`src/rtl/fifo_drain.sv`:
```
`default_nettype none
// ============================================================================
// Module      : fifo_drain
// Description : Read stage of the replay-buffer fifo controller. Pops the fifo
//               while the 2-entry output buffer has credit, passes the fifo
//               read pointer to the storage RAM and captures the RAM word one
//               cycle later. Presents the buffer head on a valid/ready stream
//               at up to one word per cycle.
// Revision    : 1.0 - initial release
// ----------------------------------------------------------------------------
// Ports
//   clk          in   1       rising-edge clock
//   reset        in   1       synchronous active-high reset
//   fifo_empty   in   1       fifo controller empty flag
//   fifo_r_addr  in   ADDR_W  fifo controller read pointer
//   fifo_rd      out  1       pop request to fifo controller
//   ram_addr     out  ADDR_W  storage RAM read address
//   ram_rdata    in   DATA_W  RAM read data, valid one cycle after ram_addr
//   out_valid    out  1       out_data holds a word
//   out_data     out  DATA_W  head word of output buffer
//   out_ready    in   1       consumer accepts the word this cycle
//   flush        in   1       discard buffered and in-flight words
//   pop_count    out  CNT_W   words delivered since reset (wraps)
// ============================================================================
module fifo_drain #(
  parameter int DATA_W = 8,
  parameter int ADDR_W = 3,
  parameter int CNT_W  = 16
) (
  input  logic              clk,
  input  logic              reset,
  input  logic              fifo_empty,
  input  logic [ADDR_W-1:0] fifo_r_addr,
  output logic              fifo_rd,
  output logic [ADDR_W-1:0] ram_addr,
  input  logic [DATA_W-1:0] ram_rdata,
  output logic              out_valid,
  output logic [DATA_W-1:0] out_data,
  input  logic              out_ready,
  input  logic              flush,
  output logic [CNT_W-1:0]  pop_count
);

  localparam logic [CNT_W-1:0] c_CNT_ONE = {{(CNT_W-1){1'b0}}, 1'b1};

  typedef enum logic [1:0] {
    EMPTY = 2'd0,
    ONE   = 2'd1,
    TWO   = 2'd2
  } occ_t;

  occ_t              r_occ;
  logic              r_valid;
  logic              r_inflight;
  logic [DATA_W-1:0] r_head;
  logic [DATA_W-1:0] r_tail;
  logic [CNT_W-1:0]  r_pop_count;

  logic              w_pop;
  logic              w_capture;
  logic [2:0]        w_level;

  assign w_pop     = r_valid & out_ready;
  assign w_capture = r_inflight;

  // Credit: words buffered plus the word in flight, less the one leaving
  // this cycle. Issuing only while this is below 2 guarantees a captured
  // word always finds a free slot, even with out_ready low.
  assign w_level = {1'b0, r_occ} + {2'b00, r_inflight} - {2'b00, w_pop};
  assign fifo_rd = !reset && !flush && !fifo_empty && (w_level < 3'd2);

  assign ram_addr  = fifo_r_addr;
  assign out_valid = r_valid;
  assign out_data  = r_head;
  assign pop_count = r_pop_count;

  always_ff @(posedge clk) begin
    if (reset) begin
      r_occ       <= EMPTY;
      r_valid     <= 1'b0;
      r_inflight  <= 1'b0;
      r_head      <= '0;
      r_tail      <= '0;
      r_pop_count <= '0;
    end else begin
      r_inflight <= fifo_rd;
      // A word accepted in the flush cycle is still counted as delivered.
      if (w_pop) begin
        r_pop_count <= r_pop_count + c_CNT_ONE;
      end
      if (flush) begin
        // Buffered words and the RAM word arriving now are dropped.
        r_occ   <= EMPTY;
        r_valid <= 1'b0;
      end else begin
        case (r_occ)
          EMPTY: begin
            if (w_capture) begin
              r_head  <= ram_rdata;
              r_occ   <= ONE;
              r_valid <= 1'b1;
            end
          end
          ONE: begin
            if (w_capture && w_pop) begin
              r_head <= ram_rdata;
            end else if (w_capture) begin
              r_tail <= ram_rdata;
              r_occ  <= TWO;
            end else if (w_pop) begin
              r_occ   <= EMPTY;
              r_valid <= 1'b0;
            end
          end
          TWO: begin
            // Capture without a pop cannot happen here: credit is exhausted.
            if (w_pop) begin
              r_head <= r_tail;
              if (w_capture) begin
                r_tail <= ram_rdata;
              end else begin
                r_occ <= ONE;
              end
            end
          end
          default: begin
            r_occ   <= EMPTY;
            r_valid <= 1'b0;
          end
        endcase
      end
    end
  end

endmodule
`default_nettype wire

```
`config.mk`:
```
export PLATFORM = sky130hd
export DESIGN_NAME = fifo_drain
export DESIGN_NICKNAME = d
export VERILOG_FILES = /design/src/rtl/fifo_drain.sv
export SDC_FILE = /design/constraint.sdc
export NUM_CORES = 1
export LEC_CHECK = 0
export BUFFER_PORTS_ARGS = -buffer_cell sky130_fd_sc_hd__buf_2
export CAP_MARGIN = 5
export CORE_MARGIN = 2
export CORE_UTILIZATION = 45
export DETAILED_ROUTE_END_ITERATION = 6
export PLACE_DENSITY_LB_ADDON = 0.05
export SLEW_MARGIN = 20
export SYNTH_ARGS = -nofsm -noshare
export SYNTH_HDL_FRONTEND = slang
export SYNTH_SLANG_ARGS = --single-unit
```
`constraint.sdc`:
```
create_clock -name clk -period 2.5 [get_ports clk]
set_clock_uncertainty 0.15 [all_clocks]
set_input_delay 0.25 -clock clk [delete_from_list [all_inputs] [get_ports clk]]
set_output_delay 0.25 -clock clk [all_outputs]
set_load 0.01 [all_outputs]
```
* Word-level counts from Yosys, hierarchy flattened
Index checks and enable logic that the tools add are counted.
** Operators by class
- Equal/unequal tests :: 10
- $lt $le $gt $ge :: 1
- Add/subtract/negate cells :: 3
- Reduce and logical (&&, ||, !) cells :: 15
- Bitwise logic cells :: 3
- Muxes and demuxes :: 20
** Operator list (count)
- two-way mux 8 bit :: 6
- case mux 8 bit (3 select lines) :: 1
- adder 16 x 1 -> 16 bit, second input constant :: 1
- case mux 8 bit (2 select lines) :: 1
- AND reduction 5 bit :: 3
- inequality test 2 bit, second input constant :: 7
- two-way mux 2 bit :: 6
- case mux 2 bit (3 select lines) :: 1
- logical AND 1 bit :: 4
- two-way mux 1 bit :: 4
- AND reduction 4 bit :: 1
- adder 2 x 1 -> 3 bit :: 1
- zero test 1 bit :: 3
- less-than comparator 3 x 2 -> 1 bit, second input constant :: 1
- inequality test 3 bit, second input constant :: 1
- case mux 1 bit (3 select lines) :: 1
- nonzero test 3 bit :: 1
- subtractor 3 x 1 -> 3 bit :: 1
- == test 2 x 1 -> 1 bit, second input constant :: 1
- == test 2 bit, second input constant :: 1
- zero test 2 bit :: 1
- inverter 1 bit :: 2
- nonzero test 2 bit :: 1
- OR reduction 2 bit :: 1
- bitwise AND 1 bit :: 1
** Storage, ports and cells
- Output and inout bits :: 29
- Input bits :: 16
- Logic and storage cells :: 58
- Register bits after elaboration :: 36

* Logic depth before layout (Yosys ltp)
Gate-level depths: netlist of the first run.
- Depth in word-level cells :: 5
- Gate-level depth with buffers :: 8

* Worst setup path before layout of the first run
Ideal clock, no wire load.
- Kind :: register -> output
- Start point :: reg r_valid, in the netlist out_valid
- End point :: out fifo_rd
- Path buffers :: 1
- Stages on the path, launching flop included :: 8
- Data arrival time :: 1.826 ns
- Slack :: 0.274 ns
- Cells stage by stage :: dfxtp_1 buf_2 nand2_1 ha_1 nand2_1 fa_1 xnor2_1 and4b_1
** On the way
- Longest elaborated chain between the ends :: 4
** RTL lines
- start, declared :: line 53 : logic r_valid;
- start signal, assigned :: line 80 : r_valid <= 1'b0;
- start signal, assigned :: line 94 : r_valid <= 1'b0;
- start signal, assigned :: line 101 : r_valid <= 1'b1;
- bitwise AND 1 bit :: line 63 : assign w_pop = r_valid & out_ready;
- subtractor 3 x 1 -> 3 bit :: line 69 : assign w_level = {1'b0, r_occ} + {2'b00, r_inflight} - {2'b00, w_pop};
- less-than comparator 3 x 2 -> 1 bit :: line 70 : assign fifo_rd = !reset && !flush && !fifo_empty && (w_level < 3'd2);
- logical AND 1 bit :: line 70
- end, declared :: line 34 : output logic fifo_rd,
Every way passes these cells.

* Worst setup path after layout of the first run
- Start point :: reg r_inflight
- End point :: out fifo_rd
** On the way
- Longest elaborated chain between the ends :: 4
** RTL lines
- start, declared :: line 54 : logic r_inflight;
- start signal, assigned :: line 86 : r_inflight <= fifo_rd;
- adder 2 x 1 -> 3 bit :: line 69
- subtractor 3 x 1 -> 3 bit :: line 69
- less-than comparator 3 x 2 -> 1 bit :: line 70
- logical AND 1 bit :: line 70
Every way passes these cells.

==> impl_metrics.py, run 1 <==
metrics = {
    "logic_synthesis": {
        "syn_area_per_cell_sq_um": 9.381,
        "yosysSeqAreaShare_pct": 40.65,
        "ys.warnings.count": 0,
        "synth_seq_cells": 36,
        "ys_types": 34,
        "synth_area_sq_um": 1773,
        "syn_nets": 212,
        "syn_inst": 189,
    },
    "finish": {
        "area_growth_pct": 18.91,
        "antenna_cells": 0,
        "num-fill-cells": 345,
        "nets": 252,
        "drive_above_1_share_pct": 27.95,
        "stdcell_area_sq_um": 2108,
        "instances_no_fill": 277,
    },
    "cts": {
        "cts_tree": "done",
        "clk_path_buf_depth": 2,
        "path_clk_slew_ps": 70,
        "cts_buffers": 5,
        "clock_sinks": 36,
        "cts-htree-levels": 2,
        "clk_latency_ps": 280,
        "cts-root-buf": "clkbuf_8",
        "cts_hold_buf": 0,
    },
    "global_route": {
        "grt_use_total_pct": 18.06,
        "grt_first_pass_wirelength_mm": 6.120,
        "overflow": 0,
        "antenna_found_initial": 0,
        "grt_pass1_vias": 1385,
        "grt_max_degree": 24,
    },
    "sta": {
        "rsz0062_at_grt": "no",
        "min_period_ps": 2350,
        "hold_viol_final": 0,
        "finalCritPeriodShare_pct": 94.01,
        "fin_tns_setup_ps": 0,
        "max-slew-margin-rel_pct": 69.87,
        "slew_viol_final": 0,
        "max_freq_ghz": 0.4255,
        "setup_viol": 0,
        "worst_pin_slew_ps": 451.9,
    },
    "critical_path": {
        "crit_type": "reg -> out",
        "regToRegStartpoint": "r_occ[1]",
        "crit_path_start": "r_inflight",
        "critical_path.max_fanout": 5,
        "end_kind": "primary output",
        "arrival_ps": 1950,
        "crit_path_start_kind": "flop",
        "cp.required_ps": 2100,
    },
    "placement": {
        "portBuffers": 38,
        "dp_cells": 268,
        "place_area_sq_um": 1993,
        "gp_congestion": 0.8365,
        "dpl.hpwl_mm": 2.626,
    },
    "min_path": {
        "min_from": "ram_rdata[4]",
        "hold_path_class": "in -> reg",
    },
    "floorplanning": {
        "ioPinCount": 45,
        "die_h_microns": 66.77,
        "initial_utilization_pct": 47.71,
        "core_area_sq_um": 3716,
        "dieArea_sq_um": 4458,
        "rows": 22,
        "die_x_microns": 66.77,
    },
    "power_and_ir_drop": {
        "power.leakage_nw": 0.8169,
        "pwr_density_cell_nw_per_um2": 526.6,
        "peakVddDrop_mv": 0.2782,
        "p_int_mw": 0.8622,
        "swShare_pct": 22.34,
        "pwr-share-comb_pct": 7.2,
        "totalPowerFinal_mw": 1.110,
        "pwr-share-clk_pct": 39.7,
        "p_sw_mw": 0.2480,
        "pwr-share-seq_pct": 53.0,
    },
    "drt": {
        "drtIter0Drc": 101,
        "firstDrtPassIters": 4,
        "vias": 1491,
        "route.detailed.drc": 0,
        "totalWireLength_mm": 3.617,
        "routedWlPerCell_microns": 13.06,
        "vias_per_cell": 5.383,
        "ant_nets": 0,
    },
    "outcome": {
        "status": "completed",
    },
    "job": {
        "maxCapViolCount": 0,
    },
}
[cell families after synthesis]
group / after synthesis / share of synthesized area, %
simple gates: 72 / 21.03
buf+inv: 20 / 5.504
fa+ha+maj: 7 / 5.363
mux: 16 / 9.033
xor+xnor: 12 / 5.928
flops: 36 / 40.65
compound gates: 26 / 12.49
[cells in the final DEF, fill, tap and decap left out, types with 2 or more instances in the layout]
master / Yosys / layout
buf_2: 3 / 38
dfxtp_1: 36 / 35
nor2_1: 30 / 30
mux2i_1: 16 / 16
nand2_1: 10 / 9
xnor2_1: 8 / 8
a211oi_1: 8 / 8
inv_1: 8 / 7
clkbuf_8: 0 / 7
buf_4: 3 / 7
nand4_1: 6 / 6
ha_1: 6 / 6
nand3_1: 5 / 5
a21oi_1: 5 / 5
nor4_1: 5 / 5
xor2_1: 4 / 4
nor3_1: 4 / 4
o21ai_0: 4 / 4
or3_1: 3 / 3
nand3b_1: 2 / 2
and4b_1: 2 / 2
a211oi_2: 2 / 2
a31o_2: 2 / 2
and4_1: 2 / 2
[routing by layer]
metal | GRT usage (%) | share of wire [%] | wire, microns | vias up
met5 | 0 | 0 | 0 | -
met4 | 9.439 | 2.4 | 87 | 0
met3 | 4.561 | 4.5 | 162 | 9
met2 | 29.63 | 46 | 1667 | 36
met1 | 21.63 | 47 | 1699 | 698
li1 | - | - | - | 748
[worst max-delay path, stage by stage (launching register included)]
cell,delay (ps)
dfxtp_2,380
inv_2,80
ha_1,270
nand2_1,60
fa_1,380
xnor2_1,180
and4b_1,190
buf_2,120
[per-stage QoR]
| step | utilization (%) | hold slack [ps] | setup WS, ps |
|---|---|---|---|
| 3_3_place_gp | 53.64 | 323.1 | 297.5 |
| 2_1_floorplan | - | 178.5 | 274.2 |
| 6_report | 56.73 | 73.13 | 149.7 |
| 5_1_grt | 56.73 | 83.66 | 20.98 |
| 4_1_cts | 56.23 | 71.02 | 53.82 |
| 3_5_place_dp | 53.64 | 335.2 | 238.6 |
[Yosys cell counts, drive strengths merged]
cell type  instances  area (sq um)
ha                 6         75.07
nand3              5         25.02
a31o               2         17.52
or3                3         18.77
a2bb2oi            1         8.760
and4b              2         20.02
or2                1         8.760
a2111oi            1         27.53
a21o               1         7.510
nor4               6         52.55
clkbuf             5         18.77
a211oi            11         105.1
nand4              6         37.54
nand2             10         37.54
fa                 1         20.02
and3               1         7.510
a21oi              5         25.02
inv                8         30.03
xnor2              8         70.07
a222oi             1         10.01
dfxtp             36         720.7
nand3b             2         15.01
buf                7         48.79
nor3               4         20.02
o21ai              4         20.02
mux2i             16         160.2
and4               2         17.52
xor2               4         35.03
nor2              30         112.6
[path summary, 6_finish.rpt]
path	endpoint	slack [ps]	cells after the start
worst min-delay path	r_tail[4]	70	3
worst max register to register	out_data[5]	270	7
worst max-delay path	fifo_rd	150	7
worst min register to register	r_tail[6]	340	2
[state kept, by name, summed over array words and instances, names as in the netlist]
name        flops
r_tail          8
r_inflight      1
r_occ           2
pop_count      16
out_data        8
out_valid       1
[area by class of cell]
type                            instances  area (sq um)  share of cell area (%)
Clock buffer                            7         96.34                   4.570
Multi-Input combinational cell        133         957.2                   45.40
Tap cell                               48         60.06                   2.849
Timing Repair Buffer                   45         242.7                   11.51
Inverter                                8         30.03                   1.424
Sequential cell                        36         721.9                   34.24
[timing repair]
item,4_1_cts,5_1_grt
buffers inserted,0,2
endpoints found under the hold margin,0,0
gates resized for setup,0,3
setup endpoints to repair,0,1
[power groups by stage]
| stage | combinational, mW | sequential, mW | clock [mW] |
|---|---|---|---|
| CTS | 0.0801 | 0.588 | 0.452 |
| global placement | 0.0767 | 0.601 | 0 |
| detailed placement | 0.0798 | 0.602 | 0 |
| finish | 0.0802 | 0.589 | 0.441 |
| floorplan | 0.0517 | 0.605 | 0 |
| global route | 0.0883 | 0.590 | 0.482 |
Power figures use the tool's default switching activity.
==> run 2, diff against run 1 <==
Settings changed: CORE_MARGIN 2 to 4, CORE_UTILIZATION 45 to 52.
==> impl_metrics.py, run 2 (synthesis gave the netlist of run 1 again) <==
metrics = {
    "critical_path": {
        "rr_endpoint": "out_data[5]",
        "end_kind": "primary output",
        "crit_path_start": "r_inflight",
        "arrival_ps": 1970,
        "crit_path_start_kind": "flop",
        "crit_end": "fifo_rd",
        "regToRegStartpoint": "r_occ[1]",
        "reg2regPathDepth": 7,
        "crit_chain": "inv_2 -> ha_1 -> nand2_1 -> fa_2 -> and4b_1 -> buf_2",
        "critical_path.max_fanout": 5,
        "cp_num_buf_inv": 2,
        "r2r_slack_ps": 220,
        "crit_family": "adder cells",
        "critical_path_cell_count": 6,
        "crit_type": "reg -> out",
        "cpMaxStageDelayCell": "fa_2",
        "max_stage_delay_ps": 540,
        "cp.required_ps": 2100,
    },
    "placement": {
        "portBuffers": 38,
        "place_area_sq_um": 1988,
        "dpl.hpwl_mm": 2.649,
        "gp_congestion": 0.8703,
    },
    "sta": {
        "min_period_ps": 2369,
        "hold_viol_final": 0,
        "worst_pin_slew_ps": 437.8,
        "max_freq_ghz": 0.4221,
        "max-slew-margin-rel_pct": 70.81,
        "slew_viol_final": 0,
        "finalCritPeriodShare_pct": 94.76,
        "setup_viol": 0,
    },
    "power_and_ir_drop": {
        "pwr-share-comb_pct": 8.3,
        "p_int_mw": 0.7298,
        "peakVddDrop_mv": 0.3838,
        "swShare_pct": 24.60,
        "power.leakage_nw": 0.7928,
        "pwr_density_cell_nw_per_um2": 467.7,
        "totalPowerFinal_mw": 0.9680,
        "pwr-share-seq_pct": 60.8,
        "p_sw_mw": 0.2381,
        "pwr-share-clk_pct": 30.9,
    },
    "cts": {
        "cts_tree": "done",
        "clk_path_buf_depth": 2,
        "path_clk_slew_ps": 110,
        "cts_setup_buffers": 0,
        "clock_sinks": 36,
        "cts-root-buf": "clkbuf_4",
        "cts-htree-levels": 2,
        "cts_buffers": 5,
        "clk_latency_ps": 330,
    },
    "finish": {
        "layout_commonest_cell": "buf_2",
        "nets": 251,
        "final_cell_mix": "38 x buf_2, 34 x dfxtp_1, 30 x nor2_1, 16 x mux2i_1, 9 x nand2_1",
        "largest_reg_flops": 16,
        "antenna_cells": 0,
        "num-fill-cells": 284,
        "area_growth_pct": 16.73,
        "drive_above_1_share_pct": 27.95,
        "stdcell_area_sq_um": 2069,
    },
    "floorplanning": {
        "core_area_sq_um": 3153,
        "ioPinCount": 45,
        "dieArea_sq_um": 4408,
        "die_h_microns": 66.39,
        "die_x_microns": 66.39,
        "initial_utilization_pct": 56.23,
        "rows": 20,
    },
    "drt": {
        "route.met2.wl_mm": 1.729,
        "routedWlPerCell_microns": 12.92,
        "vias": 1459,
        "drtIter0Drc": 44,
        "highest_layer": "met4",
        "dr_wl_met3_microns": 159,
        "firstDrtPassIters": 4,
        "vias_per_cell": 5.344,
        "drt-met1-wl_mm": 1.604,
        "ant_nets": 0,
        "totalWireLength_mm": 3.528,
        "route.detailed.drc": 0,
    },
    "outcome": {
        "status": "completed",
    },
    "global_route": {
        "grt_first_pass_wirelength_mm": 6.203,
        "grt_use_total_pct": 17.92,
        "grt_pass1_vias": 1427,
        "grt_max_degree": 26,
        "overflow": 0,
        "antenna_found_initial": 0,
    },
    "min_path": {
        "hold_path_class": "in -> reg",
    },
    "job": {
        "maxCapViolCount": 0,
    },
}
==> run 2: changes by cell type in the layout (fill, tap and decap cells not counted), sizes merged <==
| cell | change |
|---|---|
| dlygate4sd3 | +1 |
| buf | -2 |
| clkinv | +1 |
==> run 2: layout make-up <==
class | instances | area (sq um) | share of cell area [%]
inverters | 8 | 30.03 | 1.451
clock inverters | 1 | 8.758 | 0.4232
multi-input cells | 133 | 967.2 | 46.74
repair buffers | 44 | 237.7 | 11.49
clock buffers | 7 | 45.04 | 2.177
flip-flops and latches | 36 | 725.7 | 35.07
well taps | 44 | 55.05 | 2.660
==> run 2: timing repair <==
action                                  4_1_cts  5_1_grt
pin swaps                                     0        1
endpoints found under the setup margin        1        1
hold endpoints to repair                      1        0
hold buffers                                  1        0
resized for setup                             1        6
==> run 2: through the flow <==
step / util, % / instances / TNS [ps] / setup slack (ps) / hold slack (ps)
after floorplan: - / 189 / 0 / 274.2 / 178.5
after global placement: 63.06 / 264 / 0 / 300.2 / 323.2
after detailed placement: 63.06 / 264 / 0 / 261.0 / 336.0
after CTS: 65.12 / 273 / 0 / 13.22 / 1.310
after global routing: 65.63 / 273 / -24.77 / -24.77 / 10.57
final: 65.63 / 273 / 0 / 131.1 / 16.65
==> run 2: worst min-delay path by stage <==
stage,startpoint,to,cells after the start
global placement,r_tail[7],r_tail[7],2
global route,ram_rdata[2],r_tail[2],3
detailed placement,r_tail[2],r_tail[2],2
CTS,ram_rdata[2],r_tail[2],3
finish,ram_rdata[2],r_tail[2],3
floorplan,flush,r_occ[0],1
==> run 2: tightest hold or removal path: cells and delay by family <==
kind | cells | cell delay, ps
AND/OR/NAND/NOR | 1 | 70
multiplexers | 1 | 60
buffers and inverters | 1 | 90
==> run 2: power groups by stage <==
| stage | sequential [mW] | clock, mW | combinational [mW] |
|---|---|---|---|
| finish | 0.588 | 0.299 | 0.0805 |
| global placement | 0.601 | 0 | 0.0761 |
| floorplan | 0.605 | 0 | 0.0517 |
| global route | 0.590 | 0.348 | 0.0905 |
| CTS | 0.589 | 0.314 | 0.0806 |
| detailed placement | 0.602 | 0 | 0.0792 |
==> run 2: layer usage <==
metal	vias to the layer above	track usage, %
met5	-	0
met4	0	4.822
met3	4	5.102
met2	29	30.73
met1	685	21.70
li1	741	-
==> run 3, diff against run 2 <==
==> constraint.sdc (replaced) <==
create_clock -name clk -period 2.5 [get_ports clk]
set_clock_uncertainty 0.15 [all_clocks]
set_input_delay 0.5 -clock clk [delete_from_list [all_inputs] [get_ports clk]]
set_output_delay 0.5 -clock clk [all_outputs]
set_load 0.01 [all_outputs]
==> impl_metrics.py, run 3 (synthesis gave the netlist of run 1 again) <==
metrics = {
    "drt": {
        "route.detailed.drc": 0,
        "routedWlPerCell_microns": 13.22,
        "highest_layer": "met4",
        "vias": 1489,
        "dr_wl_met3_microns": 203,
        "drtIter0Drc": 72,
        "totalWireLength_mm": 3.675,
        "ant_nets": 0,
        "vias_per_cell": 5.356,
        "drt-met1-wl_mm": 1.614,
        "firstDrtPassIters": 4,
        "route.met2.wl_mm": 1.818,
    },
    "job": {
        "maxCapViolCount": 0,
    },
    "critical_path": {
        "crit_path_start_kind": "flop",
        "cp_num_buf_inv": 1,
        "crit_path_start": "out_valid",
        "arrival_ps": 1920,
        "critical_path_cell_count": 7,
        "path_common_cell": "nand2_2",
        "crit_type": "reg -> out",
        "crit_family": "adder cells",
        "cpMaxStageDelayCell": "dfxtp_2",
        "crit_end": "fifo_rd",
        "max_stage_delay_ps": 360,
        "end_kind": "primary output",
        "cp.required_ps": 1850,
        "r2r_slack_ps": 210,
        "reg2regPathDepth": 7,
        "critical_path.max_fanout": 2,
        "regToRegStartpoint": "r_occ[1]",
        "crit_chain": "nand2_2 -> ha_4 -> nand2_2 -> fa_2 -> xnor2_2 -> and4b_1 -> buf_2",
        "rr_endpoint": "out_data[5]",
    },
    "placement": {
        "gp_congestion": 0.8146,
        "dpl.hpwl_mm": 2.623,
        "dpl_worst_slack_ps": -19.89,
        "portBuffers": 38,
    },
    "sta": {
        "slew_viol_final": 0,
        "min_period_ps": 2569,
        "setup_viol": 1,
        "worst_pin_slew_ps": 429.5,
        "worst_slack_ps": -69.22,
        "max-slew-margin-rel_pct": 71.37,
        "timing.hold.ws_ps": 256.5,
        "rsz0062_at_grt": "yes",
        "hold_viol_final": 0,
        "fin_tns_setup_ps": -69.22,
        "max_freq_ghz": 0.3892,
        "finalCritPeriodShare_pct": 102.8,
    },
    "cts": {
        "cts_buffers": 5,
        "cts-root-buf": "clkbuf_4",
        "clk_path_buf_depth": 2,
        "clk_latency_ps": 340,
        "cts_tree": "done",
        "cts_hold_buf": 0,
        "path_clk_slew_ps": 120,
        "clock_sinks": 36,
        "cts-htree-levels": 2,
    },
    "power_and_ir_drop": {
        "power.leakage_nw": 0.8308,
        "totalPowerFinal_mw": 1.078,
        "pwr_density_cell_nw_per_um2": 503.0,
        "peakVddDrop_mv": 0.4220,
    },
    "global_route": {
        "grt_pass1_vias": 1501,
        "antenna_found_initial": 0,
        "overflow": 0,
        "grt_first_pass_wirelength_mm": 6.403,
        "grt_max_degree": 35,
        "grt_use_total_pct": 18.50,
    },
    "outcome": {
        "violations": "setup timing",
        "status": "finished with violations",
    },
    "floorplanning": {
        "dieArea_sq_um": 4408,
        "die_x_microns": 66.39,
        "initial_utilization_pct": 56.23,
        "core_area_sq_um": 3153,
        "die_h_microns": 66.39,
        "ioPinCount": 45,
        "rows": 20,
    },
    "finish": {
        "layout_commonest_cell": "buf_2",
        "drive_above_1_share_pct": 31.20,
        "final_cell_mix": "38 x buf_2, 34 x dfxtp_1, 30 x nor2_1, 16 x mux2i_1, 11 x buf_4",
        "largest_reg_flops": 16,
        "area_growth_pct": 20.82,
        "nets": 256,
        "final_core_util_pct": 67.94,
        "antenna_cells": 0,
    },
    "min_path": {
        "hold_path_class": "in -> reg",
        "min_from": "ram_rdata[3]",
    },
}
==> run 3: stage by stage <==
stage          instance area, sq um  instances
5_1_grt                        2142        278
2_1_floorplan                  1778        189
6_report                       2142        278
3_3_place_gp                   2013        267
4_1_cts                        2120        276
3_5_place_dp                   2013        267
==> run 3: layout make-up <==
cell class	instances	area [sq um]
tap	44	55.05
multi-input combinational	133	982.2
timing repair buffer	49	272.8
sequential	36	723.2
inverter	8	32.53
clock buffer	6	41.29
clock inverter	2	35.03
fill	281	1011
==> run 3: report_power, final <==
part           internal (mW)  switching [mW]  total (mW)
combinational         0.0376          0.0469      0.0845
clock                  0.210           0.194       0.404
sequential             0.583         0.00601       0.589
==> run 3: worst min-delay path, delay by kind of cell <==
kind	cells	cell delay, ps
and+or+nand+nor	1	80
buffers and inverters	1	90
muxes	1	60
==> run 3: routing by layer <==
metal / GRT usage, % / vias up
li1: - / 754
met1: 20.94 / 695
met2: 32.22 / 35
met3: 5.952 / 5
met4: 6.599 / 0
met5: 0 / -
==> run 3: worst min-delay path by stage <==
stage / endpoint / depth (start not counted) / slack (ps)
after floorplan: r_tail[0] / 2 / 310
after global placement: r_tail[3] / 2 / 320
after detailed placement: r_tail[2] / 2 / 340
after CTS: r_tail[2] / 3 / 240
after global routing: r_tail[0] / 3 / 270
final: r_tail[3] / 3 / 260
==> run 3: repair_timing <==
action / 4_1_cts / 5_1_grt
setup endpoints to repair: 1 / 1
pin swaps: 3 / 5
setup buffers: 1 / 2
cloned: 0 / 0
gates resized for setup: 7 / 1
